--- config.mk ---
export PLATFORM = sky130hd
export DESIGN_NAME = uart_receiver_flat
export DESIGN_NICKNAME = d
export VERILOG_FILES = /design/src/rtl/uart_receiver_if.sv /design/src/rtl/uart_receiver.sv /design/src/flat_wrapper.sv
export SDC_FILE = /design/constraint.sdc
export NUM_CORES = 1
export LEC_CHECK = 0
export CORE_ASPECT_RATIO = 0.6
export CORE_MARGIN = 2
export CORE_UTILIZATION = 55
export DETAILED_ROUTE_END_ITERATION = 8
export PLACE_DENSITY = 0.78
export SETUP_SLACK_MARGIN = 0.3
export SYNTH_ARGS = -nofsm -noshare
export SYNTH_HDL_FRONTEND = slang
export SYNTH_SLANG_ARGS = --single-unit
--- constraint.sdc ---
create_clock -name clock -period 1.8 [get_ports clock]
set_input_delay 0.18 -clock clock [delete_from_list [all_inputs] [get_ports clock]]
set_output_delay 0.18 -clock clock [all_outputs]
set_load 0.05 [all_outputs]
--- src/rtl/uart_receiver_if.sv ---
// Serial receive port: line, enable and oversample tick in; byte and status flags out.
interface uart_receiver_if;
    logic       sample_ENABLE;
    logic       Rx_EN;
    logic       RxD;
    logic [7:0] Rx_DATA;
    logic       Rx_VALID;
    logic       Rx_PERROR;
    logic       Rx_FERROR;

    // Driver side: owns the line, enable and tick.
    modport master (
        output sample_ENABLE,
        output Rx_EN,
        output RxD,
        input  Rx_DATA,
        input  Rx_VALID,
        input  Rx_PERROR,
        input  Rx_FERROR
    );

    // Receiver side.
    modport slave (
        input  sample_ENABLE,
        input  Rx_EN,
        input  RxD,
        output Rx_DATA,
        output Rx_VALID,
        output Rx_PERROR,
        output Rx_FERROR
    );
endinterface

--- src/rtl/uart_receiver.sv ---
// UART receiver: 16x oversampled, 8 data bits LSB first, one parity bit, one stop bit.
// Status outputs are registered and only change when a frame completes.
module uart_receiver #(
    parameter bit ODD_PARITY = 1'b0
) (
    input  logic          clock,
    input  logic          reset,
    uart_receiver_if.slave rx
);

    typedef enum logic [2:0] {
        StIdle   = 3'd0,
        StStart  = 3'd1,
        StData   = 3'd2,
        StParity = 3'd3,
        StStop   = 3'd4
    } state_e;

    state_e     state_q, state_d;
    logic       rxd_meta_q, rxd_s_q;
    logic [3:0] tick_q, tick_d;
    logic [2:0] bit_idx_q, bit_idx_d;
    logic [7:0] shift_q, shift_d;
    logic       perr_q, perr_d;
    logic [7:0] data_q, data_d;
    logic       valid_q, valid_d;
    logic       perror_q, perror_d;
    logic       ferror_q, ferror_d;
    logic       mid_tick, end_tick;

    // 8th tick lands mid start bit; every 16th tick after that lands mid-bit.
    assign mid_tick = rx.sample_ENABLE && (tick_q == 4'd7);
    assign end_tick = rx.sample_ENABLE && (tick_q == 4'd15);

    // Two-flop synchronizer for the asynchronous line; idles high.
    always_ff @(posedge clock) begin
        if (!reset) begin
            rxd_meta_q <= 1'b1;
            rxd_s_q    <= 1'b1;
        end else begin
            rxd_meta_q <= rx.RxD;
            rxd_s_q    <= rxd_meta_q;
        end
    end

    // FSM state register.
    always_ff @(posedge clock) begin
        if (!reset) begin
            state_q <= StIdle;
        end else begin
            state_q <= state_d;
        end
    end

    // Next-state logic; a dropped enable overrides everything.
    always_comb begin
        state_d = state_q;
        if (!rx.Rx_EN) begin
            state_d = StIdle;
        end else begin
            unique case (state_q)
                StIdle:   if (!rxd_s_q) state_d = StStart;
                StStart:  if (mid_tick) state_d = rxd_s_q ? StIdle : StData;
                StData:   if (end_tick && (bit_idx_q == 3'd7)) state_d = StParity;
                StParity: if (end_tick) state_d = StStop;
                StStop:   if (end_tick) state_d = StIdle;
                default:  state_d = StIdle;
            endcase
        end
    end

    // Datapath and output next-state: counter, shifter, parity and frame results.
    always_comb begin
        tick_d    = tick_q;
        bit_idx_d = bit_idx_q;
        shift_d   = shift_q;
        perr_d    = perr_q;
        data_d    = data_q;
        perror_d  = perror_q;
        ferror_d  = ferror_q;
        valid_d   = 1'b0;

        // Counter restarts on every state entry and never runs while idle.
        if (!rx.Rx_EN || (state_d != state_q) || (state_q == StIdle)) begin
            tick_d = 4'd0;
        end else if (rx.sample_ENABLE) begin
            tick_d = tick_q + 4'd1;
        end

        if (!rx.Rx_EN) begin
            bit_idx_d = 3'd0;
            shift_d   = 8'h00;
        end else begin
            unique case (state_q)
                StIdle: begin
                    bit_idx_d = 3'd0;
                end
                StStart: begin
                end
                StData: begin
                    if (end_tick) begin
                        shift_d[bit_idx_q] = rxd_s_q;
                        bit_idx_d          = bit_idx_q + 3'd1;
                    end
                end
                StParity: begin
                    if (end_tick) begin
                        perr_d = ((^shift_q) ^ rxd_s_q) != ODD_PARITY;
                    end
                end
                StStop: begin
                    // All results publish together on the stop-sample edge.
                    if (end_tick) begin
                        data_d   = shift_q;
                        perror_d = perr_q;
                        ferror_d = ~rxd_s_q;
                        valid_d  = ~perr_q & rxd_s_q;
                    end
                end
                default: begin
                end
            endcase
        end
    end

    // Datapath and output registers.
    always_ff @(posedge clock) begin
        if (!reset) begin
            tick_q    <= 4'd0;
            bit_idx_q <= 3'd0;
            shift_q   <= 8'h00;
            perr_q    <= 1'b0;
            data_q    <= 8'h00;
            valid_q   <= 1'b0;
            perror_q  <= 1'b0;
            ferror_q  <= 1'b0;
        end else begin
            tick_q    <= tick_d;
            bit_idx_q <= bit_idx_d;
            shift_q   <= shift_d;
            perr_q    <= perr_d;
            data_q    <= data_d;
            valid_q   <= valid_d;
            perror_q  <= perror_d;
            ferror_q  <= ferror_d;
        end
    end

    assign rx.Rx_DATA   = data_q;
    assign rx.Rx_VALID  = valid_q;
    assign rx.Rx_PERROR = perror_q;
    assign rx.Rx_FERROR = ferror_q;

endmodule

--- src/flat_wrapper.sv ---
// flat-port wrapper written by rule: the top's interface ports become plain ports
module uart_receiver_flat 
#(
    parameter bit ODD_PARITY = 1'b0
)
  (clock, reset, rx_sample_ENABLE, rx_Rx_EN, rx_RxD, rx_Rx_DATA, rx_Rx_VALID, rx_Rx_PERROR, rx_Rx_FERROR);
  uart_receiver_if rx_i ();
  input  logic clock;
  input  logic reset;
  input wire logic [$bits(rx_i.sample_ENABLE)-1:0] rx_sample_ENABLE;
  input wire logic [$bits(rx_i.Rx_EN)-1:0] rx_Rx_EN;
  input wire logic [$bits(rx_i.RxD)-1:0] rx_RxD;
  output wire logic [$bits(rx_i.Rx_DATA)-1:0] rx_Rx_DATA;
  output wire logic [$bits(rx_i.Rx_VALID)-1:0] rx_Rx_VALID;
  output wire logic [$bits(rx_i.Rx_PERROR)-1:0] rx_Rx_PERROR;
  output wire logic [$bits(rx_i.Rx_FERROR)-1:0] rx_Rx_FERROR;
  assign rx_i.sample_ENABLE = rx_sample_ENABLE;
  assign rx_i.Rx_EN = rx_Rx_EN;
  assign rx_i.RxD = rx_RxD;
  assign rx_Rx_DATA = rx_i.Rx_DATA;
  assign rx_Rx_VALID = rx_i.Rx_VALID;
  assign rx_Rx_PERROR = rx_i.Rx_PERROR;
  assign rx_Rx_FERROR = rx_i.Rx_FERROR;
  uart_receiver #(.ODD_PARITY(ODD_PARITY)) u_core (.clock(clock), .reset(reset), .rx(rx_i));
endmodule
==> run_results.csv <==
group,metric,value,unit
status,outcome,"complete, no violations",
yosys,yosysMostFrequentCell,"dfxtp_1",
yosys,synth_warnings,0,
yosys,ys.flop_type,"dfxtp_1",
clock_tree,clkLatencyLatePin,0.29,ns
yosys,syn_area,0.001573,mm2
yosys,netlist.area_leader.share,40.73,%
timing,final.min_clock_period,1.626,ns
place,dp.final_hpwl,2608,um
yosys,synthDistinctLibCells,50,
place,place_area,0.001745,mm2
route,wl_per_cell,21.23,um
clock_tree,cts.htree.levels,2,
timing,drv_slew,0,
power_and_ir_drop,peakVddDrop,0.5643,mV
critical_path,cp_max_fo,5,
critical_path,critPathKind,"input port to flop",
clock_tree,cts_sinks,32,
timing,setup_viol,0,
power_and_ir_drop,power_leakage,0.7532,nW
yosys,yosys-top-cells-count,"dfxtp_1 (32), nand2_1 (25), a21boi_1 (9)",
layout,final_util,81.16,%
yosys,async_flop_share,0,%
place,gp_congestion,0.8921,
timing,finalClockSkew,0.006225,ns
route,wl,4882,um
timing,hold_viol_final,0,
floorplan,io_pins,16,
clock_tree,ctsRootBufferMaster,"clkbuf_8",
global_routing,grt_max_degree,17,
run,cap_violations,0,
yosys,syn_inst,164,
yosys,synth_area_per_cell,9.590,um2
timing,slew_headroom,65.78,%
global_routing,grt_first_pass_wirelength,6589,um
layout,final_area,0.002118,mm2
route,drt_iter0_markers,155,
floorplan,die_width,73.04,um
route,vias_per_cell,6.726,
yosys,synthesis.nets,172,
route,via_count,1547,
place,io_buffers,15,
clock_tree,cts_hold_buffers,0,
floorplan,rows,14,
layout,fin_nets,205,
clock_tree,clk_pin_slew_worst_paths,0.06,ns
route,ant_nets,0,
clock_tree,cts_buffers,5,
floorplan,die_area,0.003317,mm2
hold_path,hold_class,"flop to flop",
critical_path,cp-start-kind,"input port",
yosys,ys_ff_latch,32,
floorplan,die_h,45.42,um
yosys,synth_top_area_cell,"dfxtp_1",
timing,fmax,615.2,MHz
global_routing,grt_usage,26.99,%
layout,drive_gt1_share,31.82,%
timing,rsz0062_at_grt,"true",
timing,fin_setup_tns,0,ns
clock_tree,cts_max_path_buffers,2,
yosys,yosys-top-cells-area,"dfxtp_1 (41%), nand2_1 (6.0%), a21boi_1 (4.3%)",
yosys,ys_seq_area_share,40.73,%
global_routing,first_global_vias,1303,
yosys,synth_edf_count,0,
timing,fin_crit_sh,90.31,%
layout,area_growth,34.69,%
route,drt_pass1_iterations,6,
floorplan,coreArea,0.002610,mm2
critical_path,crit_arrival,1.79,ns
critical_path,cp-end-kind,"flop",
global_routing,grt-ovfl-total,0,
critical_path,crit_required,1.96,ns
timing,worstMarginPinSlew,0.5153,ns
floorplan,initial_core_util,60.26,%
power_and_ir_drop,p_per_area,641.7,mW/mm2
clock_tree,cts_tree,"built",
global_routing,antenna_found_initial,0,
route,remaining_drc_errors,0,
layout,diodes,0,
==> per-stage QoR <==
stage	worst slack (ns)	instances	hold slack, ns	total power [W]
global placement	0.1268	208	0.3955	0.0007821
floorplan	0.3039	164	0.2530	0.0007609
global route	0.08348	230	0.4672	0.001386
finish	0.1744	230	0.4465	0.001359
detailed placement	0.06271	208	0.4033	0.0007847
CTS	0.2798	225	0.4223	0.001346
==> registers in the layout, summed over array words and instances (netlist names) <==
| signal | cells |
|---|---|
| u_core.rxd_s_q | 1 |
| u_core.rx.Rx_FERROR | 1 |
| u_core.rx.Rx_DATA | 8 |
| u_core.rx.Rx_VALID | 1 |
| u_core.state_q | 3 |
| u_core.bit_idx_q | 3 |
| u_core.perr_q | 1 |
| u_core.tick_q | 4 |
| u_core.shift_q | 8 |
| u_core.rxd_meta_q | 1 |
| u_core.rx.Rx_PERROR | 1 |
==> cell type report <==
cell class                 count  area [um2]
multi-input combinational    121        1020
clock buffer                   8       90.09
tap                           32       40.04
inverter                       2       7.507
timing repair buffer          35       305.3
fill                         164       491.7
sequential                    32       655.6
==> cell usage in the layout, fill, tap and decap left out, types with 3 or more instances in the layout <==
cell and instances:
a21boi_1 9, and3_4 3, o211ai_1 7, buf_4 15, clkbuf_8 6, dfxtp_1 26, xnor2_1 6, dfxtp_4 3
dfxtp_2 3, nand2_1 25, nor2_1 6, nand4_1 4, xor2_1 3, o31ai_1 6, buf_6 5, clkdlybuf4s50_1 4
dlygate4sd2_1 11, nand2b_1 4
==> report_power, final <==
| part | switching (W) | internal (W) |
|---|---|---|
| Clock | 0.000263 | 0.000312 |
| Sequential | 0.00000507 | 0.000706 |
| Combinational | 0.0000447 | 0.0000285 |
| Total | 0.000313 | 0.00105 |
==> repair_timing <==
action	4_1_cts	5_1_grt
endpoints found under the setup margin	30	26
setup buffers	9	5
pin swaps	10	22
resized for setup	25	28
==> final timing paths <==
| kind | cells past startpoint | startpoint | slack (ns) | end |
|---|---|---|---|---|
| max | 7 | rx_sample_ENABLE | 0.17 | u_core.tick_q[3]$_SDFFE_PP0P_ |
| min | 2 | u_core.rx.Rx_DATA[4]$_SDFFE_PN0P_ | 0.45 | u_core.rx.Rx_DATA[4]$_SDFFE_PN0P_ |
| max reg2reg | 4 | u_core.tick_q[2]$_SDFFE_PP0P_ | 0.17 | u_core.shift_q[3]$_SDFFE_PN0P_ |
| min reg2reg | 2 | u_core.rx.Rx_DATA[4]$_SDFFE_PN0P_ | 0.45 | u_core.rx.Rx_DATA[4]$_SDFFE_PN0P_ |
==> cells by family (layout without fill, tap and decap cells) <==
logic type,Yosys count,after routing,share of synthesized area [%]
flops,32,32,40.73
fa+ha+maj,3,3,2.387
mux,2,2,1.273
xor+xnor,10,10,6.444
simple gates,65,65,24.18
compound gates,41,41,20.21
buf+inv,11,45,4.772
==> worst max-delay path: stages <==
cell	delay, ns
clkdlybuf4s50_1	0.56
buf_6	0.16
nand4_1	0.19
and3_4	0.24
a211oi_2	0.22
buf_4	0.18
nor4_2	0.05
==> routing by layer <==
layer	up-vias	part of all wire, %	global-route usage [%]
li1	670	-	-
met4	0	3.8	8.519
met2	95	43	38.20
met5	-	0	0
met3	21	8.6	7.080
met1	761	44	40.14
(Power assumes the default switching activity.)
